[src/rtl/cache_assoc_pkg.sv]
// ============================================================================
// Module  : cache_assoc_pkg
// Brief   : Shared encodings for the set-associative L1 cache.
// Revision: 1.0 - initial release
// ============================================================================
`default_nettype none

package cache_assoc_pkg;

  typedef enum logic [2:0] {
    CACHE_IDLE       = 3'd0,
    CACHE_WRITE_BACK = 3'd1,
    CACHE_ALLOCATE   = 3'd2,
    CACHE_FLUSH_SCAN = 3'd3,
    CACHE_FLUSH_WB   = 3'd4
  } cache_state_e;

  typedef enum logic {
    CACHE_TYPE_ICACHE = 1'b0,
    CACHE_TYPE_DCACHE = 1'b1
  } cache_type_e;

  localparam logic [1:0] SIZE_BYTE = 2'b00;
  localparam logic [1:0] SIZE_HALF = 2'b01;
  localparam logic [1:0] SIZE_WORD = 2'b10;
  localparam logic [1:0] SIZE_RSVD = 2'b11;

  // Number of bytes touched by an access; the reserved code behaves as a word.
  function automatic logic [2:0] size_bytes(input logic [1:0] size);
    case (size)
      SIZE_BYTE:            return 3'd1;
      SIZE_HALF:            return 3'd2;
      SIZE_WORD, SIZE_RSVD: return 3'd4;
      default:              return 3'd4;
    endcase
  endfunction

endpackage

`default_nettype wire

[src/rtl/cache_assoc_if.sv]
// ============================================================================
// Module  : cache_assoc_if
// Brief   : Core-side and memory-side signal bundle of the L1 cache.
// Revision: 1.0 - initial release
// ============================================================================
`default_nettype none

interface cache_assoc_if #(
  parameter int ADDR_WIDTH = 32,
  parameter int LINE_BYTES = 16
);
  localparam int LINE_BITS = 8 * LINE_BYTES;
  localparam int OFF_W     = $clog2(LINE_BYTES);

  logic [ADDR_WIDTH-1:0]       addr_in;
  logic [31:0]                 data_in;
  logic                        read_enable_in;
  logic                        write_enable_in;
  logic [1:0]                  size_in;
  logic                        abort_in;
  logic                        flush_in;
  logic                        mem_ready_in;
  logic [LINE_BITS-1:0]        mem_data_in;
  logic [31:0]                 read_data_out;
  logic                        hit_out;
  logic                        flush_done_out;
  logic                        req_mem;
  logic                        mem_we_out;
  logic [ADDR_WIDTH-OFF_W-1:0] mem_addr_out;
  logic [LINE_BITS-1:0]        mem_data_out;

  modport master (
    output addr_in, data_in, read_enable_in, write_enable_in, size_in,
           abort_in, flush_in, mem_ready_in, mem_data_in,
    input  read_data_out, hit_out, flush_done_out, req_mem, mem_we_out,
           mem_addr_out, mem_data_out
  );

  modport slave (
    input  addr_in, data_in, read_enable_in, write_enable_in, size_in,
           abort_in, flush_in, mem_ready_in, mem_data_in,
    output read_data_out, hit_out, flush_done_out, req_mem, mem_we_out,
           mem_addr_out, mem_data_out
  );
endinterface

`default_nettype wire

[src/rtl/cache_way_select.sv]
// ============================================================================
// Module  : cache_way_select
// Brief   : Tag compare and victim choice for one indexed set.
// Revision: 1.0 - initial release
// ============================================================================
`default_nettype none

module cache_way_select
  import cache_assoc_pkg::*;
#(
  parameter int NUM_WAYS = 2,
  parameter int TAG_W    = 26,
  parameter int WAY_W    = 1
) (
  input  logic [NUM_WAYS-1:0]            valid_i,
  input  logic [NUM_WAYS-1:0]            dirty_i,
  input  logic [NUM_WAYS-1:0][TAG_W-1:0] tags_i,
  input  logic [TAG_W-1:0]               req_tag_i,
  input  logic [WAY_W-1:0]               rr_ptr_i,
  output logic                           hit_o,
  output logic [WAY_W-1:0]               hit_way_o,
  output logic [WAY_W-1:0]               victim_way_o,
  output logic                           victim_dirty_o
);

  logic w_found_inv;

  always_comb begin
    hit_o          = 1'b0;
    hit_way_o      = '0;
    w_found_inv    = 1'b0;
    victim_way_o   = rr_ptr_i;
    victim_dirty_o = 1'b0;
    for (int w = 0; w < NUM_WAYS; w++) begin
      if (valid_i[w] && (tags_i[w] == req_tag_i)) begin
        hit_o     = 1'b1;
        hit_way_o = WAY_W'(w);
      end
      if (!valid_i[w] && !w_found_inv) begin
        w_found_inv  = 1'b1;
        victim_way_o = WAY_W'(w);
      end
    end
    for (int w = 0; w < NUM_WAYS; w++) begin
      if (WAY_W'(w) == victim_way_o) begin
        victim_dirty_o = valid_i[w] & dirty_i[w];
      end
    end
  end

endmodule

`default_nettype wire

[src/rtl/cache_assoc.sv]
// ============================================================================
// Module  : cache_assoc
// Brief   : N-way set-associative write-back/write-allocate L1 cache with flush.
// Revision: 1.0 - initial release
// ============================================================================
`default_nettype none

module cache_assoc
  import cache_assoc_pkg::*;
#(
  parameter int NUM_WAYS   = 2,
  parameter int NUM_SETS   = 4,
  parameter int LINE_BYTES = 16,
  parameter int ADDR_WIDTH = 32
) (
  input logic          clk,
  input logic          reset,
  cache_assoc_if.slave bus
);

  localparam int LINE_BITS = 8 * LINE_BYTES;
  localparam int OFF_W     = $clog2(LINE_BYTES);
  localparam int IDX_W     = $clog2(NUM_SETS);
  localparam int TAG_W     = ADDR_WIDTH - IDX_W - OFF_W;
  localparam int WAY_W     = (NUM_WAYS > 1) ? $clog2(NUM_WAYS) : 1;
  localparam int LADDR_W   = ADDR_WIDTH - OFF_W;
  localparam int ENTRIES   = NUM_SETS * NUM_WAYS;
  localparam int ENT_W     = $clog2(ENTRIES);

  logic [LINE_BITS-1:0]               data_q [NUM_SETS][NUM_WAYS];
  logic [TAG_W-1:0]                   tag_q  [NUM_SETS][NUM_WAYS];
  logic [NUM_SETS-1:0][NUM_WAYS-1:0]  valid_q;
  logic [NUM_SETS-1:0][NUM_WAYS-1:0]  dirty_q;
  logic [WAY_W-1:0]                   rr_q   [NUM_SETS];
  cache_state_e                       state_q;
  logic [WAY_W-1:0]                   victim_q;
  logic                               victim_rr_q;
  logic [LADDR_W-1:0]                 miss_line_q;
  logic [ENT_W-1:0]                   fl_cnt_q;
  logic                               flush_done_q;

  logic [IDX_W-1:0]                   w_set;
  logic [TAG_W-1:0]                   w_tag;
  logic [OFF_W-1:0]                   w_aoff;
  logic [2:0]                         w_nbytes;
  logic [NUM_WAYS-1:0][TAG_W-1:0]     w_set_tags;
  logic                               w_hit;
  logic [WAY_W-1:0]                   w_hit_way;
  logic [WAY_W-1:0]                   w_victim;
  logic                               w_victim_dirty;
  logic                               w_lookup_ok;
  logic                               w_req;
  logic                               w_wr_hit;
  logic                               w_miss;
  logic                               w_refill;
  logic [LINE_BITS-1:0]               w_hit_line;
  logic [LINE_BITS-1:0]               w_shifted;
  logic [LINE_BITS-1:0]               w_merge_line;
  logic [31:0]                        w_rdata;
  logic [IDX_W-1:0]                   w_fill_set;
  logic [TAG_W-1:0]                   w_fill_tag;
  logic [IDX_W-1:0]                   w_fl_set;
  logic [WAY_W-1:0]                   w_fl_way;
  logic                               w_fl_last;
  logic                               w_fl_dirty;

  assign w_set      = bus.addr_in[OFF_W +: IDX_W];
  assign w_tag      = bus.addr_in[ADDR_WIDTH-1 -: TAG_W];
  assign w_nbytes   = size_bytes(bus.size_in);
  assign w_fill_set = miss_line_q[IDX_W-1:0];
  assign w_fill_tag = miss_line_q[LADDR_W-1:IDX_W];
  assign w_fl_set   = IDX_W'(fl_cnt_q / NUM_WAYS);
  assign w_fl_way   = WAY_W'(fl_cnt_q % NUM_WAYS);
  assign w_fl_last  = (fl_cnt_q == ENT_W'(ENTRIES - 1));
  assign w_fl_dirty = valid_q[w_fl_set][w_fl_way] & dirty_q[w_fl_set][w_fl_way];

  generate
    for (genvar g = 0; g < NUM_WAYS; g++) begin : g_tag_view
      assign w_set_tags[g] = tag_q[w_set][g];
    end
  endgenerate

  cache_way_select #(
    .NUM_WAYS (NUM_WAYS),
    .TAG_W    (TAG_W),
    .WAY_W    (WAY_W)
  ) u_way_select (
    .valid_i        (valid_q[w_set]),
    .dirty_i        (dirty_q[w_set]),
    .tags_i         (w_set_tags),
    .req_tag_i      (w_tag),
    .rr_ptr_i       (rr_q[w_set]),
    .hit_o          (w_hit),
    .hit_way_o      (w_hit_way),
    .victim_way_o   (w_victim),
    .victim_dirty_o (w_victim_dirty)
  );

  assign w_req       = bus.read_enable_in | bus.write_enable_in;
  assign w_lookup_ok = (state_q == CACHE_IDLE) & ~bus.flush_in;
  assign w_wr_hit    = w_lookup_ok & bus.write_enable_in & w_hit;
  assign w_miss      = w_lookup_ok & w_req & ~w_hit & ~bus.abort_in;
  assign w_refill    = (state_q == CACHE_ALLOCATE) & bus.mem_ready_in & ~bus.abort_in;
  assign w_hit_line  = data_q[w_set][w_hit_way];

  // Offset bits below the access size are dropped before any lane math.
  always_comb begin
    w_aoff = bus.addr_in[OFF_W-1:0];
    case (bus.size_in)
      SIZE_BYTE: ;
      SIZE_HALF: w_aoff[0]   = 1'b0;
      default:   w_aoff[1:0] = 2'b00;
    endcase
  end

  assign w_shifted = w_hit_line >> {w_aoff, 3'b000};

  always_comb begin
    case (w_nbytes)
      3'd1:    w_rdata = {24'h0, w_shifted[7:0]};
      3'd2:    w_rdata = {16'h0, w_shifted[15:0]};
      default: w_rdata = w_shifted[31:0];
    endcase
  end

  always_comb begin
    w_merge_line = w_hit_line;
    for (int k = 0; k < 4; k++) begin
      if (k < int'(w_nbytes)) begin
        w_merge_line[(int'(w_aoff) + k) * 8 +: 8] = bus.data_in[k * 8 +: 8];
      end
    end
  end

  assign bus.hit_out        = w_lookup_ok & (~w_req | w_hit);
  assign bus.read_data_out  = (bus.hit_out & bus.read_enable_in) ? w_rdata : 32'h0;
  assign bus.flush_done_out = flush_done_q;

  always_comb begin
    bus.req_mem      = 1'b0;
    bus.mem_we_out   = 1'b0;
    bus.mem_addr_out = '0;
    bus.mem_data_out = '0;
    case (state_q)
      CACHE_WRITE_BACK: begin
        bus.req_mem      = 1'b1;
        bus.mem_we_out   = 1'b1;
        bus.mem_addr_out = {tag_q[w_fill_set][victim_q], w_fill_set};
        bus.mem_data_out = data_q[w_fill_set][victim_q];
      end
      CACHE_ALLOCATE: begin
        bus.req_mem      = ~bus.mem_ready_in;
        bus.mem_addr_out = miss_line_q;
      end
      CACHE_FLUSH_WB: begin
        bus.req_mem      = 1'b1;
        bus.mem_we_out   = 1'b1;
        bus.mem_addr_out = {tag_q[w_fl_set][w_fl_way], w_fl_set};
        bus.mem_data_out = data_q[w_fl_set][w_fl_way];
      end
      default: ;
    endcase
  end

  // Line storage carries no reset; valid bits gate every use of it.
  always_ff @(posedge clk) begin
    if (w_wr_hit) begin
      data_q[w_set][w_hit_way] <= w_merge_line;
    end
    if (w_refill) begin
      data_q[w_fill_set][victim_q] <= bus.mem_data_in;
      tag_q[w_fill_set][victim_q]  <= w_fill_tag;
    end
  end

  always_ff @(posedge clk) begin
    if (!reset) begin
      state_q      <= CACHE_IDLE;
      valid_q      <= '0;
      dirty_q      <= '0;
      victim_q     <= '0;
      victim_rr_q  <= 1'b0;
      miss_line_q  <= '0;
      fl_cnt_q     <= '0;
      flush_done_q <= 1'b0;
      for (int s = 0; s < NUM_SETS; s++) begin
        rr_q[s] <= '0;
      end
    end else begin
      flush_done_q <= 1'b0;
      case (state_q)
        CACHE_IDLE: begin
          if (bus.flush_in) begin
            fl_cnt_q <= '0;
            state_q  <= CACHE_FLUSH_SCAN;
          end else begin
            if (w_wr_hit) begin
              dirty_q[w_set][w_hit_way] <= 1'b1;
            end
            if (w_miss) begin
              victim_q    <= w_victim;
              victim_rr_q <= &valid_q[w_set];
              miss_line_q <= bus.addr_in[ADDR_WIDTH-1:OFF_W];
              state_q     <= w_victim_dirty ? CACHE_WRITE_BACK : CACHE_ALLOCATE;
            end
          end
        end
        CACHE_WRITE_BACK: begin
          if (bus.abort_in) begin
            state_q <= CACHE_IDLE;
          end else if (bus.mem_ready_in) begin
            state_q <= CACHE_ALLOCATE;
          end
        end
        CACHE_ALLOCATE: begin
          if (bus.abort_in) begin
            state_q <= CACHE_IDLE;
          end else if (bus.mem_ready_in) begin
            valid_q[w_fill_set][victim_q] <= 1'b1;
            dirty_q[w_fill_set][victim_q] <= 1'b0;
            if (victim_rr_q) begin
              rr_q[w_fill_set] <= (rr_q[w_fill_set] == WAY_W'(NUM_WAYS - 1)) ?
                                  '0 : rr_q[w_fill_set] + 1'b1;
            end
            state_q <= CACHE_IDLE;
          end
        end
        CACHE_FLUSH_SCAN, CACHE_FLUSH_WB: begin
          // A scan of a dirty entry parks in FLUSH_WB until memory accepts it.
          if ((state_q == CACHE_FLUSH_SCAN) && w_fl_dirty) begin
            state_q <= CACHE_FLUSH_WB;
          end else if ((state_q == CACHE_FLUSH_SCAN) || bus.mem_ready_in) begin
            valid_q[w_fl_set][w_fl_way] <= 1'b0;
            dirty_q[w_fl_set][w_fl_way] <= 1'b0;
            if (w_fl_last) begin
              fl_cnt_q     <= '0;
              flush_done_q <= 1'b1;
              state_q      <= CACHE_IDLE;
            end else begin
              fl_cnt_q <= fl_cnt_q + 1'b1;
              state_q  <= CACHE_FLUSH_SCAN;
            end
          end
        end
        default: state_q <= CACHE_IDLE;
      endcase
    end
  end

endmodule

`default_nettype wire
[src/flat_wrapper.sv]
// flat-port wrapper written by rule: the top's interface ports become plain ports
module cache_assoc_flat import cache_assoc_pkg::*;
#(
  parameter int NUM_WAYS   = 2,
  parameter int NUM_SETS   = 4,
  parameter int LINE_BYTES = 16,
  parameter int ADDR_WIDTH = 32
)
  (clk, reset, bus_addr_in, bus_data_in, bus_read_enable_in, bus_write_enable_in, bus_size_in, bus_abort_in, bus_flush_in, bus_mem_ready_in, bus_mem_data_in, bus_read_data_out, bus_hit_out, bus_flush_done_out, bus_req_mem, bus_mem_we_out, bus_mem_addr_out, bus_mem_data_out);
  cache_assoc_if #(.ADDR_WIDTH(ADDR_WIDTH), .LINE_BYTES(LINE_BYTES)) bus_i ();
  input logic clk;
  input logic reset;
  input wire logic [$bits(bus_i.addr_in)-1:0] bus_addr_in;
  input wire logic [$bits(bus_i.data_in)-1:0] bus_data_in;
  input wire logic [$bits(bus_i.read_enable_in)-1:0] bus_read_enable_in;
  input wire logic [$bits(bus_i.write_enable_in)-1:0] bus_write_enable_in;
  input wire logic [$bits(bus_i.size_in)-1:0] bus_size_in;
  input wire logic [$bits(bus_i.abort_in)-1:0] bus_abort_in;
  input wire logic [$bits(bus_i.flush_in)-1:0] bus_flush_in;
  input wire logic [$bits(bus_i.mem_ready_in)-1:0] bus_mem_ready_in;
  input wire logic [$bits(bus_i.mem_data_in)-1:0] bus_mem_data_in;
  output wire logic [$bits(bus_i.read_data_out)-1:0] bus_read_data_out;
  output wire logic [$bits(bus_i.hit_out)-1:0] bus_hit_out;
  output wire logic [$bits(bus_i.flush_done_out)-1:0] bus_flush_done_out;
  output wire logic [$bits(bus_i.req_mem)-1:0] bus_req_mem;
  output wire logic [$bits(bus_i.mem_we_out)-1:0] bus_mem_we_out;
  output wire logic [$bits(bus_i.mem_addr_out)-1:0] bus_mem_addr_out;
  output wire logic [$bits(bus_i.mem_data_out)-1:0] bus_mem_data_out;
  assign bus_i.addr_in = bus_addr_in;
  assign bus_i.data_in = bus_data_in;
  assign bus_i.read_enable_in = bus_read_enable_in;
  assign bus_i.write_enable_in = bus_write_enable_in;
  assign bus_i.size_in = bus_size_in;
  assign bus_i.abort_in = bus_abort_in;
  assign bus_i.flush_in = bus_flush_in;
  assign bus_i.mem_ready_in = bus_mem_ready_in;
  assign bus_i.mem_data_in = bus_mem_data_in;
  assign bus_read_data_out = bus_i.read_data_out;
  assign bus_hit_out = bus_i.hit_out;
  assign bus_flush_done_out = bus_i.flush_done_out;
  assign bus_req_mem = bus_i.req_mem;
  assign bus_mem_we_out = bus_i.mem_we_out;
  assign bus_mem_addr_out = bus_i.mem_addr_out;
  assign bus_mem_data_out = bus_i.mem_data_out;
  cache_assoc #(.NUM_WAYS(NUM_WAYS), .NUM_SETS(NUM_SETS), .LINE_BYTES(LINE_BYTES), .ADDR_WIDTH(ADDR_WIDTH)) u_core (.clk(clk), .reset(reset), .bus(bus_i));
endmodule
[config.mk]
export PLATFORM = sky130hd
export DESIGN_NAME = cache_assoc_flat
export DESIGN_NICKNAME = d
export VERILOG_FILES = /design/src/rtl/cache_assoc_pkg.sv /design/src/rtl/cache_assoc_if.sv /design/src/rtl/cache_way_select.sv /design/src/rtl/cache_assoc.sv /design/src/flat_wrapper.sv
export SDC_FILE = /design/constraint.sdc
export NUM_CORES = 2
export LEC_CHECK = 0
export CAP_MARGIN = 20
export CORE_MARGIN = 2
export CORE_UTILIZATION = 30
export CTS_CLUSTER_DIAMETER = 60
export DETAILED_ROUTE_END_ITERATION = 12
export GPL_TIMING_DRIVEN = 0
export PLACE_DENSITY_LB_ADDON = 0.05
export SLEW_MARGIN = 0
export SYNTH_ARGS = -nofsm -noshare
export SYNTH_HDL_FRONTEND = slang
export SYNTH_SLANG_ARGS = --single-unit
[constraint.sdc]
create_clock -name clk -period 16.7 [get_ports clk]
set_clock_uncertainty 0.2 [all_clocks]
set_input_delay 5.01 -clock clk [delete_from_list [all_inputs] [get_ports clk]]
set_output_delay 5.01 -clock clk [all_outputs]
set_load 0.005 [all_outputs]
Yosys cells after proc, flatten, opt, wreduce, memory -nomap -nowiden
Memories as Yosys holds them, arrays and structs flattened. A register that Yosys moved wholly into a read port is not among the register bits.
Cells that the tools add are included.
{"block": "classes", "add_sub_neg": 9, "mux": 126, "n_bitwise": 33, "eq_ne": 23, "shift": 9, "mul": 0, "n_lt_le_gt_ge": 21, "n_reduce_logical": 32, "n_div": 0}
{"op": "$mux W128", "n": 15}
{"op": "$mux W256", "n": 4}
{"op": "$bwmux W128", "n": 4}
{"op": "$shift A8 B33 Y128 const A", "n": 4}
{"op": "$shiftx A8 B33 Y128", "n": 4}
{"op": "$demux W128 S1", "n": 2}
{"op": "$pmux W128 S2", "n": 1}
{"op": "$reduce_or A256 Y1", "n": 1}
{"op": "$mux W26", "n": 7}
{"op": "$shr A128 B7 Y32", "n": 1}
{"op": "$neg A32 Y33", "n": 3}
{"op": "$pmux W28 S3", "n": 1}
{"op": "$mux W8", "n": 10}
{"op": "$pmux W32 S2", "n": 1}
{"op": "$eq A26 B26 Y1", "n": 2}
{"op": "$mux W52", "n": 1}
{"op": "$mux W2", "n": 21}
{"op": "$mux W3", "n": 12}
{"op": "$neg A7 Y33", "n": 1}
{"op": "$mux W32", "n": 1}
{"op": "$mux W1", "n": 29}
{"op": "$demux W26 S1", "n": 1}
{"op": "$and A8 B8 Y8", "n": 3}
{"op": "$pmux W8 S3", "n": 1}
{"op": "other kinds (51)", "n": 123}
{"block": "totals", "input_bits": 201, "output_inout_bits": 192, "n_memories": 3, "mem_bits_rw": 1236, "rom_bits": 0, "elab_cells": 270, "register_bits": 53, "latchBits": 0}
{"memory": "u_core.data_q", "words": 4, "width": 256, "read_ports": 3, "rd_ports_with_merged_regs": 2, "write_ports": 1, "line_no": "cache_assoc.sv:30", "rtl": "logic [LINE_BITS-1:0] data_q [NUM_SETS][NUM_WAYS];"}
{"memory": "u_core.tag_q", "words": 4, "width": 52, "read_ports": 3, "rd_ports_with_merged_regs": 2, "write_ports": 1, "line_no": "cache_assoc.sv:31", "rtl": "logic [TAG_W-1:0] tag_q [NUM_SETS][NUM_WAYS];"}
{"memory": "u_core.rr_q", "words": 4, "width": 1, "read_ports": 2, "rd_ports_with_merged_regs": 1, "write_ports": 4, "line_no": "cache_assoc.sv:34", "rtl": "logic [WAY_W-1:0] rr_q [NUM_SETS];"}

Depth between registers and ports, before layout
{"block": "logic_depth", "word_depth": 17, "mapped_depth": 22, "depth_no_buf": 15}

Hierarchy
Synthesis repeated with hierarchy kept, for this count alone.
{"block": "hier_totals", "cells_unflattened": 5204, "hier_area_um2": 78889.4}
{"module": "cache_assoc", "seq_area_each_um2": 38226.7, "cells_per_inst": 5127, "n_inst": 1, "area_each_um2": 78285.1}
{"module": "cache_way_select", "seq_area_each_um2": 0.0, "cells_per_inst": 77, "n_inst": 1, "area_each_um2": 604.3}

Least setup slack after synthesis
Ideal clock, no wire load.
{"block": "synth_path", "path_kind": "input to register", "from": "input bus_addr_in[4]", "to": "memory u_core.data_q[0][128] (netlist bit) (enable)", "t_arrival_ps": 12553, "path_buffers": 3, "setup_ps": 617, "setup_slack_ps": 3330, "cell_stages": 12, "required_time_ps": 15883, "path_cell_list": "buf_4 buf_4 buf_4 mux4_2 xnor2_1 nand4_1 nor4_1 nand4_1 or2_2 nor2_1 a21oi_1 nor2_1"}
{"block": "synth_between", "elab_chain_len": 11, "elab_cells_between_ends": 21, "cone_classes": "order compare: 2; eq/ne: 2; mux: 11; bitwise: 2; reduce/logical: 3; memory: 1"}
{"element": "start: declaration", "line_no": "flat_wrapper.sv:13", "rtl": "input wire logic [$bits(bus_i.addr_in)-1:0] bus_addr_in;"}
{"element": "$mem_v2 Z4 W52 / $bmux W2 S2 (equally long branches)"}
{"element": "$eq A26 B26 Y1 / $mux W2 (equally long branches)", "line_no": "cache_way_select.sv:35, cache_assoc.sv:88"}
{"element": "$logic_and A1 B1 Y1", "line_no": "cache_way_select.sv:35", "rtl": "if (valid_i[w] && (tags_i[w] == req_tag_i)) begin"}
{"element": "$mux W1", "line_no": "cache_way_select.sv:35"}
{"element": "$not A1 Y2 (not written as such)", "line_no": "cache_assoc.sv:168", "rtl": "data_q[w_set][w_hit_way] <= w_merge_line;"}
{"element": "$ge A2 B2 Y1 (not written as such) / $lt A2 B1 Y1 (equally long branches)", "line_no": "cache_assoc.sv:168"}
{"element": "$logic_and A1 B1 Y1 (not written as such)", "line_no": "cache_assoc.sv:168"}
{"element": "$mux W128 (not written as such)", "line_no": "cache_assoc.sv:168"}
{"element": "$demux W128 S1", "line_no": "cache_assoc.sv:168"}
{"element": "$mux W256 (not written as such)", "line_no": "cache_assoc.sv:168"}
{"element": "$mux W256 (no line)"}
{"element": "end: declaration", "line_no": "cache_assoc.sv:30"}
Parallel ways exist; a longest one is shown, timed or not. The select of a mux whose other input is x is not followed.

Worst setup path after layout
{"block": "layout_path", "from": "input bus_addr_in[4]", "to": "output bus_read_data_out[7]"}
{"block": "layout_between", "elab_chain_len": 11, "elab_cells_between_ends": 21, "cone_classes": "eq/ne: 2; shift: 1; mux: 10; bitwise: 4; reduce/logical: 2; memory: 2"}
{"element": "$mem_v2 Z4 W52 / $bmux W2 S2 (equally long branches)"}
{"element": "$eq A26 B26 Y1 / $mux W2 (equally long branches)", "line_no": "cache_way_select.sv:35, cache_assoc.sv:88"}
{"element": "$logic_and A1 B1 Y1", "line_no": "cache_way_select.sv:35"}
{"element": "$mux W1", "line_no": "cache_way_select.sv:35"}
{"element": "$not A1 Y2 (not written as such)", "line_no": "cache_assoc.sv:104", "rtl": "assign w_hit_line = data_q[w_set][w_hit_way];"}
{"element": "$mux W128 (not written as such) (3 in series)", "line_no": "cache_assoc.sv:104"}
{"element": "$shr A128 B7 Y32", "line_no": "cache_assoc.sv:116", "rtl": "assign w_shifted = w_hit_line >> {w_aoff, 3'b000};"}
{"element": "$pmux W32 S2", "line_no": "cache_assoc.sv:119", "rtl": "case (w_nbytes)"}
{"element": "$mux W32 *", "line_no": "cache_assoc.sv:136", "rtl": "assign bus.read_data_out = (bus.hit_out & bus.read_enable_in) ? w_rdata : 32'h0;"}
{"element": "end: declaration", "line_no": "flat_wrapper.sv:22", "rtl": "output wire logic [$bits(bus_i.read_data_out)-1:0] bus_read_data_out;"}
Every way passes the cells marked *; elsewhere a longest branch is shown, timed or not. The select of a mux whose other input is x is not followed.

==> metrics.txt <==
vias per std cell 6.34; most area-hungry cell type in the Yosys netlist sky130_fd_sc_hd__edfxtp_1; Highest Signal Layer met5; CTS buffer count 181; initial antenna violation count 55; most common cell in the netlist sky130_fd_sc_hd__edfxtp_1; most common flop cell mapped by yosys sky130_fd_sc_hd__edfxtp_1; row count 187; number of iterations in the first detailed-routing pass 6; routability-driven placement congestion ratio 1.07; ranking of synthesized cells by area sky130_fd_sc_hd__edfxtp_1 48%, sky130_fd_sc_hd__mux4_2 27%, sky130_fd_sc_hd__mux2i_1 6.8%; Post-Syn Area per Cell 14.7 um2; maximum number of pins on one net before global-route repair 20; XOR/XNOR Fraction of Synth Area 0.708%; largest buffer count on any clock path 4; required arrival time at the worst endpoint 11490 ps; count of unique library cells instantiated by Yosys 79; fraction of the mapped netlist area in compound gates 7.78%; crit path max fanout 10; Initial Util 30.1%; Clk Latency, worst-skew pair 910 ps; pre-CTS worst setup slack -44.3 ps; number of hold buffers added after cts 0; Detail Route met2 WL 210000 um; EDFF count, synth 1233; cell leakage power 30.9 nW; number of warning messages in the yosys log 0; startpoint of the most critical setup path bus_addr_in[4]; number of cells on the worst reg-to-reg path 12; maximum clock frequency 0.0598 GHz; async set-reset flop share out of synthesis 0%; Peak VDD IR 0.0744 mV; Worst Setup Path Type in -> out; clock-pin slew on the worst setup and hold paths 50 ps; total standard cell area after synthesis 0.0779 mm2; Post-Synthesis Cells 5313; basic-gate share of the synthesized area counting and, or, nand and nor cells 5.67%; setup tns final -61.3 ps; critical hold path startpoint u_core.dirty_q[7]; flop-to-flop setup slack 9900 ps; share of the yosys chip area belonging to registers 49.0%; run status finished, violations left; synthesis-to-layout area growth 25.0%; routed wire length 475000 um; area occupied by registers 0.0382 mm2; Max Cap Violations 0; post-synthesis mux area share 33.8%; fraction of layout cells with a size suffix above 1 27.8%; area of the core 0.259 mm2; number of global-route vias before repair 59740; critical path endpoint category output port; post-route clock period utilization 100%; fillers 24414; end of the critical path bus_read_data_out[7]; Worst Hold Margin 321 ps; hold crit path type reg -> reg; multi-input combinational cell area 0.0380 mm2; number of nets in the layout 6435; violations in the final reports setup timing; number of endpoints failing setup at the final stage 2; slowest cell on the critical path sky130_fd_sc_hd__buf_2; top-level port count 393; crit start category primary input; cell mode on critical path sky130_fd_sc_hd__buf_4; unrepaired setup endpoints after global routing false; smallest setup slack after layout -36.2 ps; DP HPWL 365000 um; share of synthesized cell area in full adder, half adder and majority cells 0.289%; post-CTS setup buffer count 0; number of DRC markers after the initial detailed-route iteration 8627; pins over their slew limit 0; number of hold violations in the final report 0; series of cell instances along the critical path buf_4 > buf_4 > buf_4 > buf_6 > buf_6 > buf_4 > buf_2 > buf_2 > mux4_2 > mux2i_1 > mux2i_1 > o22ai_1 > nor2_1 > and3_1 > clkdlybuf4s50_1; PortBufs 375; remaining antenna violation count 0; Residual DRC 0; worst slew margin relative to its limit 8.47%; aggregate global-route resource usage 35.4%; power per cell area 93.4 mW/mm2; commonest cells in the netlist 1233 x sky130_fd_sc_hd__edfxtp_1, 924 x sky130_fd_sc_hd__mux4_2, 526 x sky130_fd_sc_hd__mux2i_1; chip width 514 um; worst stage delay on the critical path 950 ps; transition time at the pin with the least slew margin 1330 ps; Reg2Reg Launch Point u_core.tag_q[1][24]; Routed WL per cell 48.7 um; number of storage elements in the synthesis netlist 1293; first-pass GRT wire length 610000 um; Yosys top cell area share 47.5%; metal3 WL 41300 um; nets in the synthesized netlist 5532; TritonCTS clock tree built; data arrival time of the critical path 11530 ps; CTS Root Buffer Type sky130_fd_sc_hd__clkbuf_16; number of sinks handled by clock tree synthesis 1293; total congestion overflow 0; vias after detailed routing 61890; reg-to-reg endpoint u_core.data_q[0][23]; fin crit period 16740 ps; met1 wire length 187000 um; area enclosed by the die boundary 0.264 mm2; H-tree Lvls 4; combinational family with the most area after synthesis multiplexers; die outline height 514 um
## flip-flops by register name, indices dropped and copies added, names as in the netlist, named ones only
signal and cells:
u_core.bus.flush_done_out 1, u_core.data_q 1024, u_core.dirty_q 8, u_core.fl_cnt_q 3
u_core.miss_line_q 28, u_core.rr_q 4, u_core.state_q 3, u_core.tag_q 208
u_core.valid_q 8, u_core.victim_q 1, u_core.victim_rr_q 1
## critical path, delay by kind of cell
family	cells	cell delay, ps
buf+inv	9	4020
mux	3	1680
compound gates	1	320
simple gates	2	290
## what timing repair did
item	in CTS	in global routing
endpoints found under the hold margin	0	0
setup endpoints to repair	2	0
gates resized for setup	2	0
## logic make-up (layout without fill, tap and decap cells)
logic type / Yosys count / after routing
AO/OA/AOI/OAI: 936 / 936
XOR/XNOR: 63 / 63
adder cells (fa/ha/maj): 18 / 18
buffers and inverters: 504 / 1541
flip-flops: 1293 / 1293
multiplexers: 1473 / 1473
other: 0 / 15
AND/OR/NAND/NOR: 1026 / 1026
## routing by layer
metal / vias to the layer above / global-route usage [%]
li1: 24046 / -
met1: 33088 / 45.4
met2: 3794 / 53.7
met3: 946 / 8.15
met4: 16 / 22.8
met5: - / 0
## report_power, final
part,switching [W],internal (W)
clock,0.00155,0.00228
combinational,0.00108,0.000496
sequential,0.0000249,0.00367
## cell type report
cell class,count,area share (%)
sequential,1293,39.2
timing repair buffer,720,9.18
clock inverter,94,1.02
buffer,491,2.19
clock buffer,223,4.90
tap,3402,4.37
inverter,13,0.0501
multi-input combinational,3516,39.0
antenna,15,0.0385
## stage by stage
step | utilization, % | area (um2) | instances | power [W]
2_1_floorplan | - | 77900 | 5313 | 0.00438
3_3_place_gp | 33.2 | 86000 | 9090 | 0.00520
3_5_place_dp | 35.2 | 91200 | 9404 | 0.00529
4_1_cts | 37.4 | 97000 | 9721 | 0.00911
5_1_grt | 37.6 | 97400 | 9760 | 0.00929
6_report | 37.6 | 97400 | 9767 | 0.00910
## worst min-delay path by stage
stage,depth (start not counted),slack [ps],to
finish,2,320,u_core.dirty_q[7]
global route,2,360,u_core.rr_q[2]
CTS,2,310,u_core.dirty_q[7]
detailed placement,2,310,u_core.dirty_q[7]
global placement,2,300,u_core.rr_q[2]
floorplan,2,270,u_core.dirty_q[7]
## placed cells by master (no fill, tap or decap), types with 18 or more instances in the layout
master,count
sky130_fd_sc_hd__a22oi_1,32
sky130_fd_sc_hd__clkdlybuf4s50_1,375
sky130_fd_sc_hd__nand3_1,98
sky130_fd_sc_hd__mux2i_1,487
sky130_fd_sc_hd__buf_6,68
sky130_fd_sc_hd__nand2_1,371
sky130_fd_sc_hd__a211oi_1,86
sky130_fd_sc_hd__clkbuf_16,184
sky130_fd_sc_hd__o22ai_1,138
sky130_fd_sc_hd__ha_1,18
sky130_fd_sc_hd__and3_1,18
sky130_fd_sc_hd__clkinv_1,23
sky130_fd_sc_hd__buf_2,51
sky130_fd_sc_hd__mux4_2,924
sky130_fd_sc_hd__clkbuf_2,45
sky130_fd_sc_hd__o21ai_0,135
sky130_fd_sc_hd__buf_16,29
sky130_fd_sc_hd__a221oi_1,26
sky130_fd_sc_hd__clkinv_2,26
sky130_fd_sc_hd__mux2_2,23
sky130_fd_sc_hd__xnor2_1,45
sky130_fd_sc_hd__o211ai_1,18
sky130_fd_sc_hd__buf_4,75
sky130_fd_sc_hd__nor3_1,46
sky130_fd_sc_hd__a31oi_1,65
sky130_fd_sc_hd__nand4_1,19
sky130_fd_sc_hd__edfxtp_1,1233
sky130_fd_sc_hd__buf_8,109
sky130_fd_sc_hd__nor2b_1,18
sky130_fd_sc_hd__buf_1,121
sky130_fd_sc_hd__nor2_1,363
sky130_fd_sc_hd__clkbuf_1,289
sky130_fd_sc_hd__nand2b_1,18
sky130_fd_sc_hd__mux2i_2,39
sky130_fd_sc_hd__buf_12,82
sky130_fd_sc_hd__a21oi_1,234
sky130_fd_sc_hd__dfxtp_1,60
(Power assumes the default switching activity.)
